### src/rtl/cp0_intr_ctrl.sv
// cp0_intr_ctrl: CP0 interrupt consumer block.
// Synchronises the six hardware interrupt lines, runs the Count/Compare
// timer and its TI flag, serves mfc0 reads of Count/Compare/Cause, and
// raises the interrupt request towards the pipeline's exception unit.
//
// Ports:
//   clk, rst            clock, asynchronous active-high reset
//   ext_int_in[5:0]     asynchronous hardware interrupt pins HW0..HW5
//   status_ie/exl/im    Status fields from the Status owner
//   cause_ip_sw[1:0]    software interrupt pending bits
//   eret_flush          eret retiring this cycle
//   mtc0_we/cp0_addr/mtc0_data   mtc0 write port (Count, Compare)
//   mfc0_re/mfc0_addr   mfc0 read request
//   mfc0_data/mfc0_valid  registered read response, one cycle later
//   cause_ip_hw[5:0]    Cause.IP[7:2]; bit 5 also carries the timer
//   cause_ti            Cause.TI
//   int_req/int_ack     interrupt request handshake
module cp0_intr_ctrl #(
    parameter logic [6:0]  ADDR_COUNT   = 7'h24,
    parameter logic [6:0]  ADDR_COMPARE = 7'h2C,
    parameter logic [6:0]  ADDR_CAUSE   = 7'h34,
    parameter logic [31:0] COMPARE_INI  = 32'hFFFF_FFFF
) (
    input  logic        clk,
    input  logic        rst,
    input  logic [5:0]  ext_int_in,
    input  logic        status_ie,
    input  logic        status_exl,
    input  logic [7:0]  status_im,
    input  logic [1:0]  cause_ip_sw,
    input  logic        eret_flush,
    input  logic        mtc0_we,
    input  logic [6:0]  cp0_addr,
    input  logic [31:0] mtc0_data,
    input  logic        mfc0_re,
    input  logic [6:0]  mfc0_addr,
    output logic [31:0] mfc0_data,
    output logic        mfc0_valid,
    output logic [5:0]  cause_ip_hw,
    output logic        cause_ti,
    output logic        int_req,
    input  logic        int_ack
);

    localparam int unsigned DATA_W = 32;
    localparam int unsigned HW_W   = 6;

    typedef enum logic [1:0] {
        IDLE  = 2'd0,
        REQ   = 2'd1,
        BLOCK = 2'd2
    } state_t;

    state_t            state;
    state_t            state_next;
    logic [HW_W-1:0]   sync_meta;
    logic [HW_W-1:0]   sync_out;
    logic              tick;
    logic [DATA_W-1:0] count;
    logic [DATA_W-1:0] compare;
    logic [DATA_W-1:0] count_inc_c;
    logic              count_we_c;
    logic              compare_we_c;
    logic              match_c;
    logic              pend_c;
    logic [DATA_W-1:0] rd_data_c;

    // Two-flop synchroniser for the hardware interrupt pins
    always_ff @(posedge clk or posedge rst) begin
        if (rst) begin
            sync_meta <= '0;
            sync_out  <= '0;
        end else begin
            sync_meta <= ext_int_in;
            sync_out  <= sync_meta;
        end
    end

    // Timer interrupt shares IP7 with HW5
    assign cause_ip_hw = {sync_out[HW_W-1] | cause_ti, sync_out[HW_W-2:0]};

    assign count_we_c   = mtc0_we && (cp0_addr == ADDR_COUNT);
    assign compare_we_c = mtc0_we && (cp0_addr == ADDR_COMPARE);
    assign count_inc_c  = count + DATA_W'(1);
    // Only a real increment can match; a software load of Count never fires TI
    assign match_c      = tick && !count_we_c && (count_inc_c == compare);

    // Count/Compare timer and sticky TI flag
    always_ff @(posedge clk or posedge rst) begin
        if (rst) begin
            tick     <= 1'b0;
            count    <= '0;
            compare  <= COMPARE_INI;
            cause_ti <= 1'b0;
        end else begin
            tick <= ~tick;
            if (count_we_c) begin
                count <= mtc0_data;
            end else if (tick) begin
                count <= count_inc_c;
            end
            if (compare_we_c) begin
                compare <= mtc0_data;
            end
            // Compare write acknowledges the timer, even against a fresh match
            if (compare_we_c) begin
                cause_ti <= 1'b0;
            end else if (match_c) begin
                cause_ti <= 1'b1;
            end
        end
    end

    assign pend_c = status_ie && !status_exl &&
                    (|({cause_ip_hw, cause_ip_sw} & status_im));

    // Interrupt request FSM: state register
    always_ff @(posedge clk or posedge rst) begin
        if (rst) begin
            state   <= IDLE;
            int_req <= 1'b0;
        end else begin
            state   <= state_next;
            int_req <= (state_next == REQ);
        end
    end

    // Interrupt request FSM: next state
    always_comb begin
        state_next = state;
        case (state)
            IDLE: begin
                if (pend_c) begin
                    state_next = REQ;
                end
            end
            REQ: begin
                if (int_ack) begin
                    state_next = BLOCK;
                end else if (!pend_c) begin
                    state_next = IDLE;
                end
            end
            BLOCK: begin
                // eret is the normal exit; EXL clear with nothing pending is a safety exit
                if (eret_flush || (!status_exl && !pend_c)) begin
                    state_next = IDLE;
                end
            end
            default: state_next = IDLE;
        endcase
    end

    // mfc0 source select; Cause carries only the fields this block owns
    always_comb begin
        rd_data_c = '0;
        if (mfc0_addr == ADDR_COUNT) begin
            rd_data_c = count;
        end else if (mfc0_addr == ADDR_COMPARE) begin
            rd_data_c = compare;
        end else if (mfc0_addr == ADDR_CAUSE) begin
            rd_data_c = {1'b0, cause_ti, 14'b0, cause_ip_hw, cause_ip_sw, 8'b0};
        end
    end

    // Registered read response; data holds between reads
    always_ff @(posedge clk or posedge rst) begin
        if (rst) begin
            mfc0_data  <= '0;
            mfc0_valid <= 1'b0;
        end else begin
            mfc0_valid <= mfc0_re;
            if (mfc0_re) begin
                mfc0_data <= rd_data_c;
            end
        end
    end

endmodule

### config.mk
export PLATFORM = sky130hd
export DESIGN_NAME = cp0_intr_ctrl
export DESIGN_NICKNAME = d
export VERILOG_FILES = /design/src/rtl/cp0_intr_ctrl.sv
export SDC_FILE = /design/constraint.sdc
export NUM_CORES = 1
export LEC_CHECK = 0
export BUFFER_PORTS_ARGS = -buffer_cell sky130_fd_sc_hd__buf_2
export CORE_ASPECT_RATIO = 1.25
export CORE_UTILIZATION = 56
export CTS_CLUSTER_DIAMETER = 40
export CTS_CLUSTER_SIZE = 40
export DETAILED_ROUTE_END_ITERATION = 10
export HOLD_SLACK_MARGIN = 0.05
export PLACE_DENSITY_LB_ADDON = 0.25
export SLEW_MARGIN = 5
export SYNTH_ARGS = -nofsm -noshare
export SYNTH_HDL_FRONTEND = slang
export SYNTH_SLANG_ARGS = --single-unit
### constraint.sdc
create_clock -name clk -period 3.9 [get_ports clk]
set_clock_uncertainty 0.1 [all_clocks]
set_input_delay 0.39 -clock clk [delete_from_list [all_inputs] [get_ports clk]]
set_output_delay 0.39 -clock clk [all_outputs]
set_load 0.02 [all_outputs]
## Word-level counts from Yosys, hierarchy flattened

Cells that the tools add are included.

- Bits in registers: 114
- Bits of input ports: 70
- Output and inout port bits: 41
- Logic and storage cells: 50

- $add $sub $neg: 1
- Equality and inequality tests: 9
- Mux-type cells: 12
- Bitwise logic cells: 3
- Reductions and logical operators: 15

Operators by type and width:

| operator | number |
|---|---|
| 32-bit 2-to-1 mux | 4 |
| 7-bit by 6-bit equality test with 1-bit output (second input constant) | 5 |
| 32-bit by 1-bit adder with 32-bit output (second input constant) | 1 |
| 32-bit equality test | 1 |
| 31-bit 2-to-1 mux | 1 |
| 8-bit AND | 1 |
| 2-bit 2-to-1 mux | 4 |
| 8-bit OR reduction | 1 |
| 1-bit logical AND | 7 |
| 2-bit case mux with 3 select lines | 1 |
| 2-bit by 1-bit equality test with 1-bit output (second input constant) | 2 |
| 2-bit nonzero test | 2 |
| 1-bit zero test | 3 |
| 2-bit equality test (second input constant) | 1 |
| 2-bit zero test | 1 |
| 1-bit 2-to-1 mux | 2 |
| 1-bit logical OR | 1 |
| 1-bit NOT | 1 |
| 1-bit bitwise OR | 1 |

## Longest topological paths before layout

Gate-level depths: netlist of the first run.

- Depth in word-level cells: 10
- Depth in mapped cells: 9
- Depth with buffers taken out: 8

## Worst setup path before layout of the first run

Ideal clock, no wire load.

- Kind: reg2reg
- Start: register count[1]
- End: register cause_ti
- Library setup time: 0.092 ns
- Data arrival time: 2.746 ns
- Data required time: 3.708 ns
- Path slack: 0.962 ns
- Stages on the path, launching flop included: 8
- Buffers on the path: 0
- Period minus slack after synthesis: 2.938 ns
- Path through: dfrtp_1 -> ha_1 -> nand4_2 -> or4_1 -> xnor2_1 -> or4_1 -> or4_1 -> o31ai_2

- Word-level cells in the longest chain between the ends: 4

RTL lines:

| item | RTL line | text |
|---|---|---|
| start: declaration | 59 | `logic [DATA_W-1:0] count;` |
| start signal: assignment | 98 | `count <= mtc0_data;` |
| start signal: assignment | 100 | `count <= count_inc_c;` |
| 32-bit by 1-bit adder with 32-bit output | 84 | `assign count_inc_c = count + DATA_W'(1);` |
| 32-bit equality test | 86 | `assign match_c = tick && !count_we_c && (count_inc_c == compare);` |
| 1-bit logical AND | 86 |  |
| 2-bit nonzero test (no line) | - |  |
| end signal: assignment | 94 | `cause_ti <= 1'b0;` |
| end signal: assignment | 107 | `cause_ti <= 1'b0;` |
| end signal: assignment | 109 | `cause_ti <= 1'b1;` |
| end: declaration | 40 | `output logic cause_ti,` |

No other way between the ends.
A chain may end at the register's enable or synchronous reset.

## Worst setup path in the final report of the first run

- Start: register count[0]
- End: register cause_ti

The elaborated chain is that of the path after synthesis.

==> results of run 1 <==
sequential cells by signal, indices dropped and copies added (netlist names):
name / count
cause_ti: 1
compare: 32
count: 32
int_req: 1
mfc0_data: 32
mfc0_valid: 1
state: 2
sync_meta: 6
sync_out: 6
tick: 1
final timing paths:
| path | end | slack [ns] | cells past startpoint |
|---|---|---|---|
| worst max-delay path | cause_ti | 0.68 | 7 |
| worst min-delay path | count[19] | 0.1 | 3 |
| worst max register to register | cause_ti | 0.68 | 7 |
| worst min register to register | sync_out[3] | 0.25 | 0 |
| max in group asynchronous | compare[26] | 2.35 | 4 |
| min in group asynchronous | mfc0_valid | 0.53 | 3 |
metrics by stage:
step	utilization, %	setup WS, ns	hold WS [ns]	instance area, um2
5_1_grt	69.6	0.499	0.0970	7420
6_report	69.6	0.684	0.0969	7420
2_1_floorplan	-	0.447	0.231	6210
3_3_place_gp	63.2	0.755	0.234	6740
3_5_place_dp	63.2	0.705	0.238	6740
4_1_cts	69.6	0.693	0.0856	7420
cells in the final DEF (no fill, tap or decap), types with 3 or more instances in the layout:
master and count:
nand2b_1 3, nor2_1 20, o21ai_0 36, clkinv_2 4, nor2b_1 3, dfrtp_1 82
nand4_1 22, nand3_1 14, a211oi_1 4, clkbuf_16 17, xnor2_1 42, a21oi_1 13
mux2_2 34, buf_2 110, nor4_1 7, clkbuf_8 3, xor2_1 36, dlygate4sd3_1 7
a311oi_1 3, inv_1 36, a31oi_1 5, or4_1 3, and4_1 4, nor3_1 9
dfstp_2 32, clkinvlp_4 3, bufinv_16 3, o22ai_1 33, nand2_1 55, buf_4 5
mux2i_1 33
cell type report:
type	instances	area (um2)	share of cell area (%)
clock inverter	10	133	1.79
sequential	114	2890	39.0
tap	132	165	2.23
timing repair buffer	123	678	9.14
multi-input combinational	413	2940	39.6
inverter	37	141	1.91
clock buffer	22	474	6.39
critical path, cell delays in order (launching register included):
cell	delay, ns
dfrtp_1	0.50
ha_1	0.32
nand4_2	0.22
or4_1	0.65
xnor2_1	0.16
or4_1	0.47
or4_1	0.54
o31ai_2	0.18
cells in the mapped netlist, types with 2 or more instances:
library cell | count | area [um2]
and2_1 | 2 | 12.5
o22ai_1 | 33 | 206
nor3_1 | 9 | 45.0
nand2_1 | 55 | 206
xor2_1 | 36 | 315
a21oi_1 | 13 | 65.1
nor3_2 | 2 | 20.0
nor2b_1 | 3 | 18.8
dfrtp_1 | 82 | 2050
nand2b_1 | 3 | 18.8
nor4bb_1 | 2 | 20.0
or4_1 | 3 | 22.5
nand3_1 | 14 | 70.1
mux2_2 | 34 | 383
clkbuf_1 | 37 | 139
and3_1 | 2 | 12.5
xnor2_1 | 42 | 368
inv_1 | 37 | 139
a211oi_1 | 4 | 30.0
buf_4 | 11 | 82.6
a31oi_1 | 5 | 31.3
mux2i_1 | 33 | 330
nor4_1 | 7 | 43.8
or2_2 | 2 | 12.5
a2bb2oi_1 | 2 | 17.5
and4b_1 | 2 | 20.0
nand4_1 | 22 | 138
dfstp_2 | 32 | 841
buf_2 | 4 | 20.0
a311oi_1 | 3 | 26.3
nor2_1 | 21 | 78.8
o21ai_0 | 36 | 180
and4_1 | 4 | 35.0
logic make-up (layout without fill, tap and decap cells):
family / after synthesis / count (layout) / share of synthesized area, %
AOI/OAI and AO/OA: 105 / 105 / 10.3
xor gates and xnor gates: 78 / 78 / 11.0
adders and majority gates: 1 / 1 / 0.201
buffers and inverters: 90 / 192 / 6.30
DFF: 114 / 114 / 46.6
muxes: 67 / 67 / 11.5
and+or+nand+nor: 162 / 162 / 14.2
power by group:
part           total (mW)  internal [mW]  switching [mW]
logic               0.625          0.295           0.330
registers            1.50           1.31           0.190
clock network        1.59           1.05           0.543
metal layers:
layer / share of wire [%] / wire length (um) / up-vias / track usage (%)
li1: - / - / 2340 / -
met1: 43 / 6800 / 2444 / 37.4
met2: 50 / 7880 / 186 / 49.0
met3: 5.4 / 863 / 23 / 6.27
met4: 1.9 / 300 / 0 / 9.33
met5: 0 / 0 / - / 0
timing repair:
action / in CTS / in global routing
hold buffers: 7 / 0
hold endpoints to repair: 45 / 0
endpoints found under the setup margin: 0 / 0
==> out/results.ini, run 1 <==
[status]
status = completed

[synthesis]
synth_fp_nets = 688
syn_avg_cell_area_um2 = 10.1
syn_area_um2 = 6210
synth.distinct_cells = 53
ys.warnings.count = 0
synth-edff-count = 0
syn_inst = 617
seq_area_frac_synth_pct = 46.6
synthArstFlopShare_pct = 100
ys.flop_type = dfrtp_1
synth-seq-cells = 114

[clocking]
cts.sink_count = 114
postCtsResizedCells = 0
clk_latency_ns = 0.41
root_buffer = clkbuf_16
cts_tree = yes
htree_levels = 4
cts_buffers = 17
cts.clk_slew.worst_paths_ns = 0.06
cts_buffer_depth = 2
cts_setup_buffers = 0

[min_path]
min_from = mtc0_data[19]
hold_class = in2reg

[critical_path]
crit_path_start = count[0]
crit_fanout = 8
reg2reg_from = count[0]
cp.arrival_ns = 3.44
required_ns = 4.12
critPathKind = reg2reg
crit_path_start_kind = flip-flop
critPathCaptureType = flip-flop

[floorplan]
start_util_pct = 58.2
fp.dieH_um = 120
core_um2 = 10700
die_x_um = 96.2
rows = 42
dieArea_um2 = 11500
io_pins = 111

[global_routing]
grt_pass1_wl_um = 25000
grt_use_total_pct = 29.3
grt_max_degree = 63
antenna_found_initial = 0
overflow = 0
grt_pass1_vias = 4941

[sta]
tns_ns = 0
period_needed_ns = 3.22
period_share_pct = 82.5
tightest_slew_ns = 0.844
slew_headroom_pct = 43.3
maxSlewViolCount = 0
final-setup-viol-count = 0
max_freq_mhz = 311
hold_violations = 0
rsz0062_at_grt = no

[detailed_routing]
num_vias = 4993
routed_via_density = 5.87
first_iter_violations = 247
wirelength_um = 15800
final_antenna_net_count = 0
dr.pass1.iters = 5
wl_per_cell_um = 18.6
drc = 0

[placed_design]
dpl.hpwl_um = 11000
place_congestion = 0.875
dp_cells = 812
port_buffers = 110

[final_layout]
antennaDiodeCount = 0
drive_above_1_share_pct = 31.4
area_delta_synth_final_pct = 19.4
fillCellCount = 829
nets = 777
instances_no_fill = 851

[run]
drv_cap = 0

[pwr]
p_leak_nw = 3.23
vdd_drop_max_uv = 324
powerDensity_nw_per_um2 = 501
finalPower_mw = 3.72

Note: power is estimated with default switching activity, not from simulation.
==> run 2: changes to the inputs <==
--- a/config.mk
+++ b/config.mk
@@ -7,7 +7,7 @@
 export LEC_CHECK = 0
 export BUFFER_PORTS_ARGS = -buffer_cell sky130_fd_sc_hd__buf_2
 export CORE_ASPECT_RATIO = 1.25
-export CORE_UTILIZATION = 56
+export CORE_UTILIZATION = 51
 export CTS_CLUSTER_DIAMETER = 40
 export CTS_CLUSTER_SIZE = 40
 export DETAILED_ROUTE_END_ITERATION = 10
==> constraint.sdc (replaced) <==
create_clock -name clk -period 2.95 [get_ports clk]
set_clock_uncertainty 0.1 [all_clocks]
set_input_delay 0.295 -clock clk [delete_from_list [all_inputs] [get_ports clk]]
set_output_delay 0.295 -clock clk [all_outputs]
set_load 0.02 [all_outputs]
==> run 2 against run 1 <==
Effect of this change:
- register-to-register slack worse by 0.55 ns
- setup slack worse by 0.55 ns
- die area rose by 9.6%
- sequential cell count is the same
- first-iteration DRC count fell by 16%
- sequential power up 27%
- global-route usage is 2.0 points lower
- via count increased by 1.7%
- maximum frequency is 14% higher
- sequential share of layout area decreased by 2.3 points
- routed wire length grew 2.4%
- final cell count up 9.6%
==> out/results.ini, run 2 (same netlist as run 1, synthesis figures left out) <==
[status]
status = completed

[pwr]
powerDensity_nw_per_um2 = 618  ; +23%
p_leak_nw = 3.45  ; +6.7%
vdd_drop_max_uv = 325  ; +0.36%

[final_layout]
fillCellCount = 915  ; +10%
multiInputGateArea_um2 = 2940  ; unchanged
mostFrequentLayoutCell = buf_2
drive_above_1_share_pct = 32.0  ; +0.56 points
nets = 830  ; +6.8%
finalInstanceArea_um2 = 7890  ; +6.3%
instances_no_fill = 933  ; +9.6%
final_cell_mix = buf_2, dfrtp_1, nand2_1, xnor2_1, dlygate4sd3_1
reg_top3 = compare: 32 flops, count: 32 flops, mfc0_data: 32 flops
regArea_um2 = 2890  ; unchanged
antennaDiodeCount = 0  ; unchanged
area_delta_synth_final_pct = 27.0

[sta]
final-setup-viol-count = 0  ; unchanged
hold_violations = 0  ; unchanged
whs_ns = 0.0545  ; -0.0424 ns
slew_headroom_pct = 51.6  ; +8.2 points
period_share_pct = 95.6  ; +13 points
tightest_slew_ns = 0.725  ; -0.119 ns
maxSlewViolCount = 0  ; unchanged
period_needed_ns = 2.82  ; -0.396 ns
tns_ns = 0  ; unchanged
rsz0062_at_grt = no
max_freq_mhz = 355  ; +14%

[global_routing]
overflow = 0  ; unchanged
grt_max_degree = 115  ; +83%
grt_pass1_vias = 5205  ; +5.3%
antenna_found_initial = 0  ; unchanged
grt_use_total_pct = 27.3  ; -2.0 points
grt_pass1_wl_um = 26600  ; +6.4%

[detailed_routing]
wirelength_um = 16200  ; +2.4%
first_iter_violations = 207  ; -16%
drc = 0  ; unchanged
dr.pass1.iters = 5  ; unchanged
final_antenna_net_count = 0  ; unchanged
wl_per_cell_um = 17.4  ; -6.6%
routed_via_density = 5.44  ; -7.2%
num_vias = 5079  ; +1.7%

[placed_design]
port_buffers = 110  ; unchanged
postPlaceCellArea_um2 = 6950  ; +3.0%
dp_cells = 863  ; +6.3%
place_congestion = 0.852  ; -2.6%
dpl.hpwl_um = 11300  ; +2.6%

[floorplan]
core_um2 = 11700  ; +9.9%
start_util_pct = 53.0  ; -5.3 points
fp.dieH_um = 125  ; +4.7%
rows = 44  ; +4.8%
dieArea_um2 = 12600  ; +9.6%
die_x_um = 101  ; +4.7%
io_pins = 111  ; unchanged

[clocking]
cts.clk_slew.worst_paths_ns = 0.06  ; about the same
htree_levels = 4  ; unchanged
cts_tree = yes
root_buffer = clkbuf_16
cts_buffers = 17  ; unchanged
cts.sink_count = 114  ; unchanged
cts_buffer_depth = 2  ; unchanged
postCtsHoldBufs = 38  ; +31
postCtsResizedCells = 0  ; unchanged
clk_latency_ns = 0.41  ; about the same
cts_setup_buffers = 0  ; unchanged

[critical_path]
critPathKind = reg2reg
critPathSlowestCell = or4_1
slowest_delay_ns = 0.58  ; -0.07 ns
cp.arrival_ns = 3.04  ; -0.40 ns
crit_path_start_kind = flip-flop
path_common_cell = or4_1
cpLargestDelayFamily = simple AND/OR/NAND/NOR gates
crit_fanout = 2  ; -6
crit_buf_inv = 0  ; unchanged
critPathCaptureType = flip-flop
path_cells = ha_1, nand4_2, or4_1, xnor2_1, or4_1, or4_1, o31ai_2
required_ns = 3.17  ; -0.95 ns

[min_path]
hold_class = in2reg

[run]
drv_cap = 0  ; unchanged

==> run 2: changes by cell type in the layout (fill, tap and decap cells not counted), sizes merged <==
cell         previous run  this run
buf                   116       138
bufinv                  3         2
clkbuf                 22        21
clkinv                  4         6
clkinvlp                3         4
dlygate4sd3             7        38
inv                    37        36
==> run 2: final timing paths <==
path	from	endpoint	slack [ns]	depth (start not counted)
min in group asynchronous	rst	count[20]	0.50	4
min	mtc0_data[25]	count[25]	0.05	3
max	count[0]	cause_ti	0.13	7
max reg2reg	count[0]	cause_ti	0.13	7
min reg2reg	sync_meta[0]	sync_out[0]	0.25	0
max in group asynchronous	rst	count[11]	1.76	4
==> run 2: final cells by class <==
type,instances,share of cell area [%]
timing repair buffer,176,14.6
inverter,37,1.81
multi-input combinational,413,37.2
sequential,114,36.7
tap,161,2.55
clock inverter,11,1.43
clock buffer,21,5.71
==> run 2: through the flow <==
| step | setup slack (ns) | power [mW] | util, % |
|---|---|---|---|
| floorplan | 0.0119 | 2.61 | - |
| global placement | 0.231 | 2.86 | 59.2 |
| detailed placement | 0.145 | 2.89 | 59.2 |
| CTS | 0.121 | 4.91 | 67.3 |
| global route | 0.0188 | 5.12 | 67.3 |
| finish | 0.130 | 4.88 | 67.3 |
==> run 2: layer usage <==
layer / global-route usage, % / routed length, um
met1: 35.7 / 7100
met2: 45.6 / 8150
met3: 4.14 / 706
met4: 10.5 / 261
met5: 0 / 0
==> run 2: power breakdown <==
| part | internal [mW] | total (mW) | switching, mW |
|---|---|---|---|
| combinational | 0.478 | 1.01 | 0.529 |
| clock | 1.25 | 1.96 | 0.707 |
| sequential | 1.73 | 1.91 | 0.180 |
| total | 3.46 | 4.88 | 1.42 |
==> run 2: worst min-delay path, delay by kind of cell <==
family	cells	cell delay, ns
AOI/OAI and AO/OA	1	0.08
buffers and inverters	1	0.10
and+or+nand+nor	1	0.05
==> run 3: changes to the inputs <==
--- a/config.mk
+++ b/config.mk
@@ -6,8 +6,11 @@
 export NUM_CORES = 1
 export LEC_CHECK = 0
 export BUFFER_PORTS_ARGS = -buffer_cell sky130_fd_sc_hd__buf_2
+export CELL_PAD_IN_SITES_DETAIL_PLACEMENT = 1
+export CELL_PAD_IN_SITES_GLOBAL_PLACEMENT = 1
 export CORE_ASPECT_RATIO = 1.25
-export CORE_UTILIZATION = 51
+export CORE_UTILIZATION = 41
+export CTS_BUF_LIST = sky130_fd_sc_hd__clkbuf_8
 export CTS_CLUSTER_DIAMETER = 40
 export CTS_CLUSTER_SIZE = 40
 export DETAILED_ROUTE_END_ITERATION = 10
==> run 3 against run 2 <==
Effect of this change:
- the run now ends with DRC left
- die area up 24%
- clock-buffer cell count up 1
- maximum frequency decreased by 0.12%
- global-route usage decreased by 3.2 points
- clock power fell by 26%
- first-iteration DRC count down 14%
- sequential cell count unchanged
- largest cell class unchanged
==> out/results.ini, run 3 (same netlist as run 1, synthesis figures left out) <==
[run]
drv_cap = 0  ; unchanged

[min_path]
whs_path_depth = 2  ; -1
hold_class = in2reg

[detailed_routing]
num_vias = 5147  ; +1.3%
routed_via_density = 5.41  ; -0.68%
first_iter_violations = 178  ; -14%
drc = 10  ; +10
dr.pass1.iters = 10  ; +5
wirelength_um = 17900  ; +10%
final_antenna_net_count = 0  ; unchanged
wl_per_cell_um = 18.8  ; +8.0%

[pwr]
switching_share_pct = 30.7  ; +1.7 points
power.share.sequential_pct = 43.6  ; +4.4 points
clock_power_share_pct = 33.1  ; -7.1 points
pwr-share-comb_pct = 23.3  ; +2.7 points
p_switching_mw = 1.36  ; -4.2%
p_leak_nw = 3.41  ; -1.0%
internal_power_mw = 3.05  ; -12%
powerDensity_nw_per_um2 = 566  ; -8.4%
vdd_drop_max_uv = 307  ; -5.4%

[final_layout]
drive_above_1_share_pct = 31.5  ; -0.47 points
antennaDiodeCount = 0  ; unchanged
nets = 832  ; +0.24%
area_delta_synth_final_pct = 25.3
reg_top3 = compare: 32 flops, count: 32 flops, mfc0_data: 32 flops
mostFrequentLayoutCell = buf_2
final_cell_mix = buf_2, dfrtp_1, nand2_1, xnor2_1, dlygate4sd3_1
instances_no_fill = 952  ; +2.0%

[sta]
max_freq_mhz = 354  ; -0.12%
final-setup-viol-count = 0  ; unchanged
slew_headroom_pct = 39.2  ; -12 points
hold_violations = 0  ; unchanged
tns_ns = 0  ; unchanged
tightest_slew_ns = 0.910  ; +0.185 ns
period_needed_ns = 2.82  ; +0.00325 ns
maxSlewViolCount = 0  ; unchanged
rsz0062_at_grt = no
period_share_pct = 95.7  ; +0.11 points

[critical_path]
crit_path_start_kind = flip-flop
required_ns = 3.19  ; +0.02 ns
crit_fanout = 4  ; +2
critPathCaptureType = flip-flop
critPathKind = reg2reg
ff2ff_setup_slack_ns = 0.13  ; about the same
cp.arrival_ns = 3.06  ; +0.02 ns
reg2regPathDepth = 7  ; unchanged

[placed_design]
place_congestion = 0.906  ; +6.3%
port_buffers = 110  ; unchanged
dp_cells = 878  ; +1.7%
dpl.hpwl_um = 12800  ; +13%

[floorplan]
core_um2 = 14600  ; +24%
fp.dieH_um = 140  ; +11%
dieArea_um2 = 15700  ; +24%
io_pins = 111  ; unchanged
rows = 49  ; +11%
die_x_um = 112  ; +11%
start_util_pct = 42.6  ; -10 points

[global_routing]
grt_max_degree = 41  ; -64%
grt_pass1_vias = 5663  ; +8.8%
antenna_found_initial = 0  ; unchanged
overflow = 0  ; unchanged
grt_pass1_wl_um = 29400  ; +11%
grt_use_total_pct = 24.2  ; -3.2 points

[status]
failed_checks = DRC
status = finished with violations

[clocking]
htree_levels = 4  ; unchanged
root_buffer = clkbuf_8
cts_buffer_depth = 2  ; unchanged
cts.sink_count = 114  ; unchanged
cts_buffers = 17  ; unchanged
cts_setup_buffers = 0  ; unchanged
cts_tree = yes
cts.clk_slew.worst_paths_ns = 0.07  ; about the same
clk_latency_ns = 0.43  ; +0.02 ns

==> run 3: cell count changes in the layout (fill, tap and decap cells not counted) <==
cell and change:
clkbuf_8 +21, or4_4 +1, inv_1 +5, clkinvlp_4 -3
buf_12 +1, clkinv_2 -3, dlygate4sd3_1 +4, buf_4 -3
clkbuf_16 -17, clkbuf_1 -3, or4_1 -1
==> run 3: repair_timing <==
item                                   4_1_cts  5_1_grt
resized for setup                            0        1
endpoints found under the hold margin       96        0
hold buffers                                42        0
setup endpoints to repair                    0        1
==> run 3: layer usage <==
metal / track usage (%) / vias to the layer above / share of wire (%) / routed length, um
met3: 5.88 / 26 / 4.1 / 739
li1: - / 2439 / - / -
met4: 7.79 / 0 / 1.8 / 318
met5: 0 / - / 0 / 0
met2: 43.4 / 118 / 52 / 9360
met1: 28.1 / 2564 / 42 / 7470
==> run 3: layout make-up <==
cell class | count | area [um2]
sequential | 114 | 2890
inverter | 37 | 143
fill | 1693 | 6810
clock inverter | 10 | 93.8
clock buffer | 22 | 303
multi-input combinational | 413 | 2940
tap | 178 | 223
timing repair buffer | 178 | 1190
==> run 3: power by group through the flow <==
stage | registers, mW | logic, mW | clock network (mW)
after floorplan | 1.84 | 0.772 | 0
after global placement | 1.93 | 0.940 | 0
after detailed placement | 1.95 | 0.973 | 0
after CTS | 1.92 | 1.03 | 1.49
after global routing | 1.94 | 1.13 | 1.57
final | 1.92 | 1.03 | 1.46
==> run 3: worst paths after layout <==
check / from / end
max: count[1] / cause_ti
min in group asynchronous: rst / mfc0_data[17]
min reg2reg: sync_meta[4] / sync_out[4]
max in group asynchronous: rst / compare[2]
max reg2reg: count[1] / cause_ti
min: status_ie / int_req
==> run 3: critical path, stage by stage (launching register included) <==
cell     delay, ns
dfrtp_1       0.36
ha_1          0.19
nand4_2       0.13
or4_4         0.58
xnor2_1       0.15
or4_1         0.48
or4_1         0.55
o31ai_2       0.19
==> run 3: per-stage QoR <==
stage	worst slack [ns]	total power [mW]	hold WS, ns	utilization [%]	area, um2
3_3_place_gp	0.153	2.87	0.233	47.7	6970
5_1_grt	0.00666	4.64	0.0781	53.4	7790
2_1_floorplan	0.0119	2.61	0.226	-	6220
4_1_cts	0.0344	4.44	0.0543	53.3	7780
6_report	0.127	4.41	0.107	53.4	7790
3_5_place_dp	0.0680	2.92	0.236	47.7	6970
